### config.mk
export PLATFORM = sky130hd
export DESIGN_NAME = ct_unload_flat
export DESIGN_NICKNAME = d
export VERILOG_FILES = /design/src/rtl/ct_unload_pkg.sv /design/src/rtl/ct_unload_if.sv /design/src/rtl/ct_beat_shifter.sv /design/src/rtl/ct_unload.sv /design/src/flat_wrapper.sv
export SDC_FILE = /design/constraint.sdc
export NUM_CORES = 1
export LEC_CHECK = 0
export BUFFER_PORTS_ARGS = -buffer_cell sky130_fd_sc_hd__buf_2
export CAP_MARGIN = 20
export CELL_PAD_IN_SITES_DETAIL_PLACEMENT = 0
export CELL_PAD_IN_SITES_GLOBAL_PLACEMENT = 2
export CORE_ASPECT_RATIO = 1.1
export CORE_MARGIN = 3
export CORE_UTILIZATION = 30
export CTS_CLUSTER_SIZE = 14
export DETAILED_ROUTE_END_ITERATION = 6
export GPL_TIMING_DRIVEN = 0
export PLACE_DENSITY_LB_ADDON = 0.1
export SLEW_MARGIN = 20
export SYNTH_ARGS = -nofsm -noshare
export SYNTH_HDL_FRONTEND = slang
export SYNTH_SLANG_ARGS = --single-unit
### constraint.sdc
create_clock -name clk -period 2.1 [get_ports clk]
set_clock_uncertainty 0.05 [all_clocks]
set_input_delay 0.315 -clock clk [delete_from_list [all_inputs] [get_ports clk]]
set_output_delay 0.315 -clock clk [all_outputs]
set_load 0.01 [all_outputs]
### src/rtl/ct_unload_pkg.sv
// Shared types and helpers for the ciphertext unload stage.
// Default code parameters for ROLLO-I: N=83, M=67, DIGIT=4.
package ct_unload_pkg;

    localparam int CT_N     = 83;
    localparam int CT_M     = 67;
    localparam int CT_DIGIT = 4;

    typedef enum logic [2:0] {
        ST_IDLE,
        ST_RD,
        ST_LD,
        ST_SH,
        ST_FIN
    } ct_state_t;

    function automatic int clog2(input int value);
        int r;
        r = 0;
        while ((1 << r) < value) r++;
        return r;
    endfunction

    // Counter width that stays legal when only one value is ever needed.
    function automatic int idx_width(input int count);
        return (count > 1) ? clog2(count) : 1;
    endfunction

endpackage

### src/rtl/ct_unload_if.sv
// Memory read port plus output beat stream of the ciphertext unload stage.
interface ct_unload_if #(
    parameter int W     = 268,
    parameter int AW    = 5,
    parameter int OUT_W = 32
);
    logic [AW-1:0]    mem_addr;
    logic             mem_rw;
    logic [W-1:0]     mem_din;
    logic [OUT_W-1:0] out_data;
    logic             out_valid;
    logic             out_ready;
    logic             out_last;

    modport master (
        output mem_addr, mem_rw, out_data, out_valid, out_last,
        input  mem_din, out_ready
    );

    modport slave (
        input  mem_addr, mem_rw, out_data, out_valid, out_last,
        output mem_din, out_ready
    );
endinterface

### src/rtl/ct_beat_shifter.sv
// Word buffer and beat index: slices a W-bit word into zero-padded OUT_W beats.
module ct_beat_shifter #(
    parameter int W     = 268,
    parameter int OUT_W = 32,
    parameter int BEATS = 9,
    parameter int BW    = 4
) (
    input  logic             clk,
    input  logic             rst_b,
    input  logic             load,
    input  logic [W-1:0]     din,
    input  logic             clear,
    input  logic             advance,
    output logic [OUT_W-1:0] beat,
    output logic             beat_last
);
    localparam int PAD_W = BEATS * OUT_W;

    logic [W-1:0]     word_reg;
    logic [BW-1:0]    bidx_reg;
    logic [PAD_W-1:0] padded;
    logic [OUT_W-1:0] beats [BEATS];

    // Bits above W read as zero so the top beat is padded.
    assign padded = PAD_W'(word_reg);

    for (genvar gi = 0; gi < BEATS; gi++) begin : g_beat
        assign beats[gi] = padded[gi*OUT_W +: OUT_W];
    end

    assign beat      = beats[bidx_reg];
    assign beat_last = (bidx_reg == BW'(BEATS - 1));

    always_ff @(posedge clk or negedge rst_b) begin
        if (!rst_b) begin
            word_reg <= '0;
            bidx_reg <= '0;
        end else begin
            if (load) word_reg <= din;
            if (clear) bidx_reg <= '0;
            else if (advance) bidx_reg <= bidx_reg + 1'b1;
        end
    end
endmodule

### src/rtl/ct_unload.sv
// Reads the ct memory word by word after encryption and streams each word as
// OUT_W-bit beats with a last marker; the address bus is zero outside RD.
module ct_unload
    import ct_unload_pkg::*;
#(
    parameter int N     = CT_N,
    parameter int M     = CT_M,
    parameter int DIGIT = CT_DIGIT,
    parameter int OUT_W = 32
) (
    input  logic        clk,
    input  logic        rst_b,
    input  logic        start,
    ct_unload_if.master bus,
    output logic        busy,
    output logic        done
);
    localparam int W     = M * DIGIT;
    localparam int DEPTH = N / DIGIT + (((N % DIGIT) != 0) ? 1 : 0);
    localparam int BEATS = (W + OUT_W - 1) / OUT_W;
    localparam int AW    = idx_width(DEPTH);
    localparam int BW    = idx_width(BEATS);

    ct_state_t        state_reg, state_next;
    logic [AW-1:0]    widx_reg, widx_next;
    logic [AW-1:0]    addr_reg, addr_next;
    logic             buf_load, bidx_clear, bidx_adv;
    logic             beat_last, handshake, word_last;
    logic [OUT_W-1:0] beat;

    ct_beat_shifter #(
        .W(W), .OUT_W(OUT_W), .BEATS(BEATS), .BW(BW)
    ) u_shifter (
        .clk       (clk),
        .rst_b     (rst_b),
        .load      (buf_load),
        .din       (bus.mem_din),
        .clear     (bidx_clear),
        .advance   (bidx_adv),
        .beat      (beat),
        .beat_last (beat_last)
    );

    assign handshake = (state_reg == ST_SH) && bus.out_ready;
    assign word_last = (widx_reg == AW'(DEPTH - 1));

    always_comb begin
        state_next = state_reg;
        widx_next  = widx_reg;
        buf_load   = 1'b0;
        bidx_clear = 1'b0;
        bidx_adv   = 1'b0;
        case (state_reg)
            ST_IDLE: if (start) begin
                widx_next  = '0;
                bidx_clear = 1'b1;
                state_next = ST_RD;
            end
            ST_RD: state_next = ST_LD;
            ST_LD: begin
                buf_load   = 1'b1;
                state_next = ST_SH;
            end
            ST_SH: if (handshake) begin
                if (!beat_last) begin
                    bidx_adv = 1'b1;
                end else if (!word_last) begin
                    bidx_clear = 1'b1;
                    widx_next  = widx_reg + 1'b1;
                    state_next = ST_RD;
                end else begin
                    state_next = ST_FIN;
                end
            end
            ST_FIN:  state_next = ST_IDLE;
            default: state_next = ST_IDLE;
        endcase
        // Address is registered so it is clean to OR with other bus masters.
        addr_next = (state_next == ST_RD) ? widx_next : '0;
    end

    always_ff @(posedge clk or negedge rst_b) begin
        if (!rst_b) begin
            state_reg <= ST_IDLE;
            widx_reg  <= '0;
            addr_reg  <= '0;
        end else begin
            state_reg <= state_next;
            widx_reg  <= widx_next;
            addr_reg  <= addr_next;
        end
    end

    assign bus.mem_addr  = addr_reg;
    assign bus.mem_rw    = 1'b0;
    assign bus.out_valid = (state_reg == ST_SH);
    assign bus.out_data  = bus.out_valid ? beat : '0;
    assign bus.out_last  = bus.out_valid && word_last && beat_last;
    assign busy          = (state_reg != ST_IDLE);
    assign done          = (state_reg == ST_FIN);
endmodule

### src/flat_wrapper.sv
// flat-port wrapper written by rule: the top's interface ports become plain ports
module ct_unload_flat import ct_unload_pkg::*;
#(
    parameter int N     = CT_N,
    parameter int M     = CT_M,
    parameter int DIGIT = CT_DIGIT,
    parameter int OUT_W = 32
)
  (clk, rst_b, start, busy, done, bus_mem_addr, bus_mem_rw, bus_out_data, bus_out_valid, bus_out_last, bus_mem_din, bus_out_ready);
  ct_unload_if #(.W((CT_M * CT_DIGIT)), .AW((idx_width((21)))), .OUT_W(OUT_W)) bus_i ();
  input  logic clk;
  input  logic rst_b;
  input  logic start;
  output logic busy;
  output logic done;
  output wire logic [$bits(bus_i.mem_addr)-1:0] bus_mem_addr;
  output wire logic [$bits(bus_i.mem_rw)-1:0] bus_mem_rw;
  output wire logic [$bits(bus_i.out_data)-1:0] bus_out_data;
  output wire logic [$bits(bus_i.out_valid)-1:0] bus_out_valid;
  output wire logic [$bits(bus_i.out_last)-1:0] bus_out_last;
  input wire logic [$bits(bus_i.mem_din)-1:0] bus_mem_din;
  input wire logic [$bits(bus_i.out_ready)-1:0] bus_out_ready;
  assign bus_mem_addr = bus_i.mem_addr;
  assign bus_mem_rw = bus_i.mem_rw;
  assign bus_out_data = bus_i.out_data;
  assign bus_out_valid = bus_i.out_valid;
  assign bus_out_last = bus_i.out_last;
  assign bus_i.mem_din = bus_mem_din;
  assign bus_i.out_ready = bus_out_ready;
  ct_unload #(.N(N), .M(M), .DIGIT(DIGIT), .OUT_W(OUT_W)) u_core (.clk(clk), .rst_b(rst_b), .start(start), .bus(bus_i), .busy(busy), .done(done));
endmodule
# Yosys cells after proc, flatten, opt, wreduce, memory -nomap -nowiden
# Cells that the tools add are included.
# word_totals
register_bits	285
latch_bits	0
ram_bits	0
romBits	0
memories	0
# classes
add_sub_neg	2
mul	0
n_div	0
order_cmp	1
n_eq_ne	7
shift	0
n_mux	26
n_bitwise	1
n_reduce_logical	6
# ops
operator	count
binary-select mux 32 bit (select 4 bit)	1
two-way mux 32 bit	3
two-way mux 5 bit	5
two-way mux 3 bit	4
case mux 3 bit (4 select lines)	1
case mux 5 bit (2 select lines)	1
two-way mux 1 bit	8
two-way mux 4 bit	2
equality test 3 x 1 -> 1 bit (second input constant)	2
equality test 3 x 2 -> 1 bit (second input constant)	2
adder 5 x 1 -> 5 bit (second input constant)	1
equality test 5 bit (second input constant)	1
greater-or-equal comparator 5 bit (second input constant)	1
inverter 4 -> 5 bit	1
adder 4 x 1 -> 4 bit (second input constant)	1
equality test 4 bit (second input constant)	1
equality test 3 bit (second input constant)	1
logical AND 1 bit	3
zero test 3 bit	1
nonzero test 3 bit	1
case mux 1 bit (2 select lines)	1
nonzero test 2 bit	1

# Logic depth before layout (Yosys ltp)
# logic_depth
depth_word	7
depth_mapped	9
mapped_depth_nobuf	6

# Modules after synthesis
# From an unflattened synthesis, not the netlist that was laid out.
# hier_totals
hier_cells	885
hier_area_um2	13236.4
# by_module_without_submodules
mod	n_inst	cells_each	area_per_inst_um2	seq_area_each_um2
ct_beat_shifter	1	778	12320.6	6806.5
ct_unload	1	107	915.9	325.3

# Worst setup path after synthesis
# No wires, ideal clock.
# synth_timing
kind	flip-flop to flip-flop
start	register u_core.u_shifter.bidx_reg[0]
end	register u_core.addr_reg[3] (netlist: u_core.bus.mem_addr[3])
t_arrival_ps	2005
slack_ps	-29
stages_incl_launch_ff	10
path_cell_list	dfrtp_1 -> clkbuf_1 -> buf_4 -> buf_4 -> inv_1 -> ha_1 -> and3b_2 -> nand2_4 -> or4b_4 -> a21oi_2
# synth_between
elab_chain_cells	6
elab_cells_between_ends	9
# synth_rtl
item	line_no	text
from (decl)	ct_beat_shifter.sv:20	logic [BW-1:0] bidx_reg;
from (signal assigned)	ct_beat_shifter.sv:41	else if (advance) bidx_reg <= bidx_reg + 1'b1;
equality test 4 bit (*)	ct_beat_shifter.sv:32	assign beat_last = (bidx_reg == BW'(BEATS - 1));
two-way mux 3 bit	ct_unload.sv:65	if (!beat_last) begin
two-way mux 3 bit	ct_unload.sv:64	ST_SH: if (handshake) begin
case mux 3 bit (4 select lines)	ct_unload.sv:53	case (state_reg)
equality test 3 x 1 -> 1 bit	ct_unload.sv:79	addr_next = (state_next == ST_RD) ? widx_next : '0;
two-way mux 5 bit (*)	ct_unload.sv:79	
net u_core.addr_next[3]	ct_unload.sv:26	logic [AW-1:0] addr_reg, addr_next;
to (signal assigned)	ct_unload.sv:90	addr_reg <= addr_next;
to (decl)	ct_unload.sv:26	
# Mark *: on every way through the listed nets, which the timed path passes. The rest lies on a longest branch.
# A chain may end at the register's enable or synchronous reset.

# Final worst setup path
# layout_timing
start	register u_core.u_shifter.bidx_reg[0]
end	output bus_out_data[30]
# layout_between
elab_chain_cells	5
# layout_rtl
item	line_no	text
inverter 4 -> 5 bit (implied by the code)	ct_beat_shifter.sv:31	assign beat = beats[bidx_reg];
binary-select mux 32 bit (select 4 bit)	ct_beat_shifter.sv:31	
two-way mux 32 bit (implied by the code) (2 in a row)	ct_beat_shifter.sv:31	
two-way mux 32 bit	ct_unload.sv:97	assign bus.out_data = bus.out_valid ? beat : '0;
to (decl)	flat_wrapper.sv:18	output wire logic [$bits(bus_i.out_data)-1:0] bus_out_data;
# No other way between the ends. The select of a mux whose other input is x is not followed.

==> impl_metrics.toml <==
[place]
gp_congestion = 0.737
port-buffer-count = 312
dp.cells = 1706
dp.final_hpwl_um = 31900

[timing]
slew_violations = 0
finalCritPeriodShare_pct = 127
hold_viol_final = 0
rsz0062_at_grt = "true"
holdWs_ps = 66.7
slew_headroom_pct = 46.6
tightestPinTransition_ps = 800
setup_violations = 34
max_freq_mhz = 374
setup_slack_ps = -571
finalSetupTns_ps = -16940
fin_crit_ps = 2670

[synthesis]
ys_top_cells_by_count = "dfrtp_1, mux2_2, mux4_2"
synth_warnings = 0
seq_area_frac_synth_pct = 55.2
synth-edff-count = 0
ys_async_sr_fraction_pct = 100
synth_area_um2 = 12900
ys_types = 46
ys.flop_type = "dfrtp_1"
yosys-top-cells-area = "dfrtp_1, mux2_2, mux4_2"
synth_top_area_cell = "dfrtp_1"
syn_nets = 1100
syn_inst = 824
synth.most_common_cell = "dfrtp_1"
synth_seq_cells = 285
netlist.area_leader.share_pct = 55.2
avgSynthCellArea_um2 = 15.7

[setup_path]
critPathCaptureType = "output port"
max_stage_delay_ps = 580
crit_type = "reg2out"
crit_fanout = 8
r2r_end = "u_core.bus.mem_addr[3]"
required_ps = 1740
reg2regPathDepth = 9
crit_chain = "buf_12 > buf_16 > mux4_2 > mux2i_1 > nor2_1 > buf_4"
slowest_stage = "mux4_2"
r2r_slack_ps = -40
critPathLaunchType = "register"
reg2reg_from = "u_core.u_shifter.bidx_reg[0]"
worstPathArrival_ps = 2310

[min_path]
holdPathStages = 3
worstHoldStart = "start"
hold_end = "u_core.state_reg[0]"
min_path_type = "in2reg"

[clock_tree]
cts_made_buffers = 36
clock_path_buffers = 3
clk_pin_slew_worst_paths_ps = 60
clock_latency_ps = 540
cts_tree = "done"
cts.sinks = 285
htree_levels = 2
root_buffer = "clkbuf_16"

[power]
power_leakage_nw = 8.67
ir_worst_vdd_v = 0.000696
p_comb_share_pct = 43.5
power-per-cell-area_nw_per_um2 = 1420
switching_share_pct = 32.7
clkPwrFrac_pct = 22.2
seqPwrFrac_pct = 34.3
p_sw_w = 0.00917
p_int_w = 0.0189

[status]
violations = "setup timing"
status = "finished, violations left"

[floorplanning]
coreArea_um2 = 42400
initial_core_util_pct = 30.5
die_h_um = 224
fp.dieArea_um2 = 45600
ios = 314
die_width_um = 204
rows = 79

[drt]
drc = 0
final_antenna_net_count = 0
wl_um = 45700
wl_per_cell_um = 22.1
drt_iter0_drc = 266
dr.pass1.iters = 4
viasPerCell = 4.58
vias = 9465

[global_route]
grt_overflow = 0
first_global_vias = 10700
grt_antenna_before_repair = 3
gr-usage-all-layers_pct = 20.2
grt_pass1_wl_um = 68200
grt_max_degree = 87

[layout]
largest_reg_flops = 268
area_growth_pct = 53.2
drive_gt1_share_pct = 52.9
fill_cells = 3885
fin_nets = 1751
fin_util_pct = 46.7
stdcell_count = 2068

[run]
drv_cap = 0
-- kinds of logic after synthesis --
group | share of synthesized area, %
muxes | 37.0
DFF | 55.2
and+or+nand+nor | 3.02
buffers and inverters | 2.93
AOI/OAI and AO/OA | 1.21
adders and majority gates | 0.387
xor gates and xnor gates | 0.203
other | 0.0290
-- power by group through the flow --
stage          registers, W  logic [W]  clock network, W
2_1_floorplan       0.00915    0.00725                 0
3_3_place_gp        0.00960     0.0108                 0
3_5_place_dp        0.00966     0.0109                 0
4_1_cts             0.00959     0.0121           0.00644
5_1_grt             0.00995     0.0132           0.00664
6_report            0.00960     0.0122           0.00622
-- worst max-delay path: cells and delay by family (launching register included) --
kind                   cells  cell delay [ps]
buffers and inverters      3              510
flip-flops                 1              450
multiplexers               2              740
AND/OR/NAND/NOR            1               60
-- cells in the final DEF, fill, tap and decap left out, types with 7 or more instances in the layout --
cell type | netlist | layout
buf_6 | 1 | 11
o21ai_1 | 0 | 7
buf_2 | 14 | 312
mux2_2 | 246 | 246
mux2_1 | 22 | 22
nor2_1 | 28 | 26
nand2_1 | 17 | 17
dlygate4sd3_1 | 0 | 269
clkinv_2 | 0 | 8
mux2i_1 | 32 | 32
dfrtp_1 | 285 | 281
clkbuf_16 | 0 | 39
clkbuf_1 | 8 | 7
buf_12 | 0 | 9
buf_4 | 28 | 49
mux4_2 | 64 | 64
-- layer usage --
layer | routed length, um | part of all wire, % | GRT usage (%)
met5 | 7 | 0.015 | 0
met4 | 982 | 2.1 | 5.75
met3 | 2620 | 5.7 | 4.46
met2 | 22800 | 50 | 35.2
met1 | 19300 | 42 | 25.3
-- worst max-delay path by stage --
stage / from / endpoint / slack [ps]
2_1_floorplan: u_core.u_shifter.bidx_reg[0] / u_core.bus.mem_addr[3] / 20
3_3_place_gp: rst_b / u_core.u_shifter.word_reg[213] / -5310
3_5_place_dp: u_core.u_shifter.bidx_reg[1] / bus_out_data[31] / -820
4_1_cts: u_core.u_shifter.bidx_reg[0] / bus_out_data[17] / -590
5_1_grt: u_core.u_shifter.bidx_reg[0] / bus_out_data[30] / -680
6_report: u_core.u_shifter.bidx_reg[0] / bus_out_data[30] / -570
-- stage by stage --
step / setup slack [ps] / cell area [um^2] / total power, W
after floorplan: 17.5 / 12900 / 0.0164
after global placement: -5310 / 15200 / 0.0204
after detailed placement: -816 / 15300 / 0.0206
after CTS: -592 / 19600 / 0.0282
after global routing: -681 / 19800 / 0.0298
final: -571 / 19800 / 0.0280
-- final cells by class --
| type | instances | area [um^2] | share of cell area [%] |
|---|---|---|---|
| flip-flops and latches | 285 | 7140 | 36.1 |
| repair buffers | 616 | 4740 | 24.0 |
| clock buffers | 48 | 1010 | 5.09 |
| inverters | 8 | 32.5 | 0.164 |
| clock inverters | 14 | 155 | 0.784 |
| multi-input cells | 473 | 5490 | 27.7 |
| diodes | 2 | 5.00 | 0.0253 |
| well taps | 567 | 709 | 3.58 |
| plain buffers | 55 | 510 | 2.58 |
-- what timing repair did --
item                       in CTS  in global routing
buffers inserted               21                  8
pin swaps                       8                 15
gates resized for setup        84                 30
hold endpoints to repair      319                  0
gates cloned                    2                  2
hold buffers                  269                  0
setup endpoints to repair     318                216
(Power assumes the default switching activity.)
